**src/rtl/crc16_seq_arb.sv**
```systemverilog
// ============================================================================
// Module   : crc16_seq_arb
// Brief    : Round-robin shared bit-serial USB CRC16 (0x8005) engine.
//            Optional macro CRC16_USB_INV_EN: init 0xFFFF, inverted result.
// Revision : 1.0 - initial release
// ============================================================================
`default_nettype none

module crc16_seq_arb #(
  parameter int  NUM_REQ   = 2,
  parameter int  MAX_WORDS = 8,
  localparam int OWN_W     = (NUM_REQ > 1) ? $clog2(NUM_REQ) : 1
) (
  input  logic                   clk,
  input  logic                   n_rst,
  input  logic [NUM_REQ-1:0]     req,
  output logic [NUM_REQ-1:0]     grant,
  input  logic [NUM_REQ*64-1:0]  req_data,
  input  logic [NUM_REQ-1:0]     req_valid,
  input  logic [NUM_REQ-1:0]     req_last,
  output logic [NUM_REQ-1:0]     req_ready,
  output logic [15:0]            crc_out,
  output logic                   crc_valid,
  output logic [OWN_W-1:0]       crc_owner,
  output logic                   crc_err,
  output logic                   busy
);

  localparam int          CNT_W = $clog2(MAX_WORDS + 1);
  localparam logic [15:0] POLY  = 16'h8005;
`ifdef CRC16_USB_INV_EN
  localparam logic [15:0] LFSR_INIT = 16'hFFFF;
  localparam logic [15:0] OUT_XOR   = 16'hFFFF;
`else
  localparam logic [15:0] LFSR_INIT = 16'h0000;
  localparam logic [15:0] OUT_XOR   = 16'h0000;
`endif

  typedef enum logic [1:0] {S_IDLE, S_LOAD, S_SHIFT, S_DONE} state_t;

  state_t             state_q, state_d;
  logic [OWN_W-1:0]   owner_q, owner_d;
  logic [OWN_W-1:0]   rr_q, rr_d;
  logic [NUM_REQ-1:0] grant_q, grant_d;
  logic [15:0]        lfsr_q, lfsr_d;
  logic [63:0]        sh_q, sh_d;
  logic [CNT_W-1:0]   cnt_q, cnt_d;
  logic [5:0]         bitcnt_q, bitcnt_d;
  logic               last_q, last_d;
  logic [15:0]        crc_out_q, crc_out_d;
  logic               crc_valid_q, crc_valid_d;
  logic [OWN_W-1:0]   crc_owner_q, crc_owner_d;
  logic               crc_err_q, crc_err_d;

  logic [OWN_W-1:0]   pick_idx, pick_hi, pick_any, owner_inc;
  logic               has_hi, fb, cnt_full;

  // First requester at or after the RR pointer, else the lowest one (wrap).
  always_comb begin
    pick_hi  = '0;
    pick_any = '0;
    has_hi   = 1'b0;
    for (int i = NUM_REQ - 1; i >= 0; i--) begin
      if (req[i]) pick_any = OWN_W'(i);
      if (req[i] && (OWN_W'(i) >= rr_q)) begin
        pick_hi = OWN_W'(i);
        has_hi  = 1'b1;
      end
    end
    pick_idx = has_hi ? pick_hi : pick_any;
  end

  assign owner_inc = (owner_q == OWN_W'(NUM_REQ - 1)) ? '0 : owner_q + 1'b1;
  assign fb        = lfsr_q[15] ^ sh_q[63];
  assign cnt_full  = (cnt_q == CNT_W'(MAX_WORDS));

  always_comb begin
    state_d     = state_q;
    owner_d     = owner_q;
    rr_d        = rr_q;
    grant_d     = grant_q;
    lfsr_d      = lfsr_q;
    sh_d        = sh_q;
    cnt_d       = cnt_q;
    bitcnt_d    = bitcnt_q;
    last_d      = last_q;
    crc_out_d   = crc_out_q;
    crc_valid_d = 1'b0;
    crc_owner_d = crc_owner_q;
    crc_err_d   = crc_err_q;
    req_ready   = '0;

    case (state_q)
      S_IDLE: begin
        if (|req) begin
          owner_d  = pick_idx;
          grant_d  = NUM_REQ'(1) << pick_idx;
          lfsr_d   = LFSR_INIT;
          cnt_d    = '0;
          state_d  = S_LOAD;
        end
      end
      S_LOAD: begin
        if (!req[owner_q]) begin
          grant_d = '0;
          rr_d    = owner_inc;
          state_d = S_IDLE;
        end else begin
          req_ready[owner_q] = req_valid[owner_q];
          if (req_valid[owner_q]) begin
            sh_d     = req_data[{owner_q, 6'd0} +: 64];
            last_d   = req_last[owner_q];
            cnt_d    = cnt_q + 1'b1;
            bitcnt_d = '0;
            state_d  = S_SHIFT;
          end
        end
      end
      S_SHIFT: begin
        lfsr_d   = {lfsr_q[14:0], 1'b0} ^ (fb ? POLY : 16'h0000);
        sh_d     = {sh_q[62:0], 1'b0};
        bitcnt_d = bitcnt_q + 1'b1;
        if (bitcnt_q == 6'd63) begin
          if (last_q || cnt_full) begin
            // Result registers load here so they are valid during DONE.
            crc_valid_d = 1'b1;
            crc_out_d   = lfsr_d ^ OUT_XOR;
            crc_owner_d = owner_q;
            crc_err_d   = cnt_full && !last_q;
            state_d     = S_DONE;
          end else begin
            state_d = S_LOAD;
          end
        end
      end
      S_DONE: begin
        grant_d = '0;
        rr_d    = owner_inc;
        state_d = S_IDLE;
      end
      default: state_d = S_IDLE;
    endcase
  end

  always_ff @(posedge clk or negedge n_rst) begin
    if (!n_rst) begin
      state_q     <= S_IDLE;
      owner_q     <= '0;
      rr_q        <= '0;
      grant_q     <= '0;
      lfsr_q      <= '0;
      sh_q        <= '0;
      cnt_q       <= '0;
      bitcnt_q    <= '0;
      last_q      <= 1'b0;
      crc_out_q   <= '0;
      crc_valid_q <= 1'b0;
      crc_owner_q <= '0;
      crc_err_q   <= 1'b0;
    end else begin
      state_q     <= state_d;
      owner_q     <= owner_d;
      rr_q        <= rr_d;
      grant_q     <= grant_d;
      lfsr_q      <= lfsr_d;
      sh_q        <= sh_d;
      cnt_q       <= cnt_d;
      bitcnt_q    <= bitcnt_d;
      last_q      <= last_d;
      crc_out_q   <= crc_out_d;
      crc_valid_q <= crc_valid_d;
      crc_owner_q <= crc_owner_d;
      crc_err_q   <= crc_err_d;
    end
  end

  assign grant     = grant_q;
  assign crc_out   = crc_out_q;
  assign crc_valid = crc_valid_q;
  assign crc_owner = crc_owner_q;
  assign crc_err   = crc_err_q;
  assign busy      = (state_q != S_IDLE);

endmodule

`default_nettype wire

```
**config.mk**
```make
export PLATFORM = sky130hd
export DESIGN_NAME = crc16_seq_arb
export DESIGN_NICKNAME = d
export VERILOG_FILES = /design/src/rtl/crc16_seq_arb.sv
export SDC_FILE = /design/constraint.sdc
export NUM_CORES = 1
export LEC_CHECK = 0
export CAP_MARGIN = 20
export CORE_MARGIN = 10
export CORE_UTILIZATION = 35
export DETAILED_ROUTE_END_ITERATION = 7
export PLACE_DENSITY = 0.67
export SLEW_MARGIN = 20
export SYNTH_ARGS = -nofsm -noshare
export SYNTH_HDL_FRONTEND = slang
export SYNTH_SLANG_ARGS = --single-unit
```
**constraint.sdc**
```tcl
create_clock -name clk -period 3.81 [get_ports clk]
set_input_delay 0.762 -clock clk [delete_from_list [all_inputs] [get_ports clk]]
set_output_delay 0.762 -clock clk [all_outputs]
set_load 0.02 [all_outputs]
```
==> metrics.md <==
| Metric | Value |
|---|---|
| Crit share post-route | 0.897 |
| Psw | 2480 uW |
| CP bufs+invs | 2 |
| Clock-pin slew on the worst setup and hold paths | about 0.060 ns |
| Outcome | completed |
| Clk_skew | about 0.012 ns |
| Vias/cell | 5.65 |
| First-pass GRT wire length | 29700 microns |
| Max FO, Critical Path | 2 |
| Setup Crit Path Kind | in2out |
| Ratio of cells with drive above 1 in the final layout | 0.181 |
| # diodes | 0 |
| DRT Wirelength | 18400 microns |
| Top post-synthesis cells by area | dfrtp_1 (44%), mux2_2 (13%), o41ai_1 (8.4%) |
| CP max stage delay | 0.77 ns |
| Cell taking the most area after synthesis | dfrtp_1 |
| Root buffer cell | clkbuf_16 |
| Primary FF master, synth | dfrtp_1 |
| Largest net degree at the start of global routing | 82 |
| Flop pwr share | 0.326 |
| Synth Area per Inst | 10.3 sq um |
| Fin. Hold Viols | 0 |
| Synth Area in Simple Gates | 0.0754 |
| Post-Synth Adder-Cell Area | 0.00574 |
| Yosys warnings | 0 |
| # IOs | 160 |
| Setup tns final | 0 ns |
| Die width | about 160 microns |
| Drt wl/cell | 18.5 microns |
| Ys async rst share | 1.00 |
| Routed length on met1 | 8380 microns |
| DRC | 0 |
| Area fraction of the dominant cell type after synthesis | 0.444 |
| Critical path's top delay family | buffers and inverters |
| Initial antenna violation count | 0 |
| Library cells used by synthesis | 49 |
| Unrepaired setup endpoints after global routing | false |
| Clock Path Buffers | 2 |
| Critical Path Most Common Cell | clkdlybuf4s50_1 |
| Die Y-Extent | 157 microns |
| Slew margin rel. | 0.334 |
| Setup Fix Bufs, Post-CTS | 0 |
| DRT Pass-1 Iters | 5 |
| Area of the multi-input gates | 0.00325 sq mm |
| Initial core utilization | 0.360 |
| Compound-Gate Fraction of Synth Area | 0.247 |
| # H-tree levels | 4 |
| Max frequency | 293 MHz |
| Top Layer Used | met4 |
| Max-slew violations | 0 |
| Placement row count | 49 |
| CTS tree | built |
| Cells after Synth | around 640 |
| Clock period minus worst slack | around 3.4 ns |
| DR WL met3 | 1060 microns |
| Via count of the first global-routing pass | 5643 |
| Hold/Removal Path Class | in2async |
| Vias | 5618 |
| Post-synthesis sequential area ratio | 0.444 |
| Critical path capture point type | output pin |
| Post-Synthesis Cell Area | 0.00654 sq mm |
| Core area | between 0.015 and 0.02 sq mm |
| Sequential cell area | 0.00291 sq mm |
| Hold_ws | 0.379 ns |
| Crit-path cells | clkdlybuf4s50_1, mux2i_4, nor4b_1, clkdlybuf4s50_1 |
| Post-CTS sizing | 0 |
| Clock power share | 0.250 |
| Pint | 3760 uW |
| Die area | between 0.02 and 0.025 sq mm |
| Max-cap viol count | 0 |
| Total grt overflow | 0 |
| Switching share of power | 0.397 |
| Syn nets | a little under 800 |
| Main combinational cell family by area after synthesis | compound AO/OA/AOI/OAI gates |
| Final setup fails | 0 |
| Port Buffers | 159 |
| Logic gate share of total power | 0.424 |
| DRT antenna net count | 0 |
| Final GP Congestion | 0.758 |
| Clk_lat worst skew | 0.42 ns |
| Total track usage | 0.149 |
| Filler instances | roughly 1700 |
| CTS Hold Bufs | 0 |
| Req. time, crit path | approximately 3.1 ns |
| Num CTS Buffers | 17 |
| Startpoint types | primary input |
| XOR/XNOR Fraction of Synth Area | 0.00670 |
| DR WL met2 | between 8000 and 9000 microns |
| Nets@finish | 892 |
| Post-synthesis mux area share | 0.157 |
| Pwr Density | a little over 700 mW/mm^2 |
| DP HPWL | 12100 microns |
| Post-synth top cells | dfrtp_1 (116), mux2_2 (75), nand2_1 (72), a31oi_1 (64), o41ai_1 (63) |
| Synthesis-to-layout area growth | 34.3% |
| DRT iter0 DRCs | 404 |
| Number of synthesized flops with an enable pin | 0 |
| Crit path arrival time | between 2 and 3 ns |
| Slowest-stage cell, CP | clkdlybuf4s50_1 |
| Pleak | 0.00353 uW |
| Worst slew pin tran | 0.999 ns |
| Synth Register Bits | approximately 120 |
| Design area | approximately 0.009 sq mm |
| Maximum VDD drop | roughly 350 uV |
| CTS sink cnt | 116 |
| Dpl cell area | 0.00820 sq mm |
| Most frequent cell after synthesis | dfrtp_1 |
[layout make-up]
cell class	instances	share of cell area
Clock inverter	14	0.0162
Tap cell	229	0.0326
Timing Repair Buffer	173	0.197
Sequential cell	116	0.331
Inverter	7	0.00299
Clock buffer	18	0.0500
Multi-Input combinational cell	438	0.370
[kinds of logic (layout without fill, tap and decap cells)]
logic type,after synthesis,after routing
mux,89,89
fa+ha+maj,3,3
flops,116,116
compound gates,233,233
xor+xnor,5,5
buf+inv,83,212
simple gates,108,108
[sequential cells by signal, indices dropped and copies added, names as in the netlist]
register,cells
sh_q,64
crc_out,16
lfsr_q,16
bitcnt_q,6
cnt_q,4
grant,2
state_q,2
crc_err,1
crc_owner,1
crc_valid,1
last_q,1
owner_q,1
rr_q,1
[placed cells by master, fill, tap and decap left out, types with 7 or more instances in the layout]
cell             synthesis  final
clkdlybuf4s50_1          0    158
dfrtp_1                116    115
mux2_2                  75     75
nand2_1                 72     72
a31oi_1                 64     64
o41ai_1                 63     63
o21ai_0                 46     46
o21ai_1                 28     28
a22o_1                  18     18
clkbuf_16                0     17
buf_4                    5     12
nand3_1                  8      8
inv_1                    7      7
inv_6                    0      7
[routing by layer]
metal | up-vias | track usage
li1 | 2681 | -
met1 | 2749 | 0.190
met2 | 173 | 0.236
met3 | 15 | 0.0471
met4 | 0 | 0.0463
met5 | - | 0
[metrics by stage]
step / utilization / power [uW] / setup slack (ns) / cells
after floorplan: - / 4020 / 0.908 / 637
after detailed placement: 0.452 / 4690 / 0.383 / 963
after global placement: 0.452 / 4630 / 0.393 / 963
after global routing: 0.484 / 6680 / 0.320 / 995
final: 0.484 / 6240 / 0.394 / 995
after CTS: 0.484 / 6280 / 0.360 / 995
[power by group through the flow]
stage	clock network (uW)	registers [uW]	logic (uW)
after global routing	1650	2090	2930
after CTS	1590	2020	2660
after floorplan	0	1900	2120
after detailed placement	0	2030	2660
after global placement	0	2030	2610
final	1560	2030	2640
[path summary, 6_finish.rpt]
path,startpoint,end,slack (ns),depth (start not counted)
min in group clk,sh_q[14]$_DFFE_PN0P_,sh_q[15]$_DFFE_PN0P_,0.48,2
worst max register to register,owner_q$_DFFE_PN0P_,cnt_q[2]$_DFFE_PN0P_,1.41,4
worst min-delay path,n_rst,crc_out[9]$_DFFE_PN0P_,0.38,1
worst min register to register,sh_q[14]$_DFFE_PN0P_,sh_q[15]$_DFFE_PN0P_,0.48,2
max in group asynchronous,n_rst,owner_q$_DFFE_PN0P_,2.65,2
worst max-delay path,req[1],req_ready[0],0.39,4
Note: power is estimated with default switching activity, not from simulation.
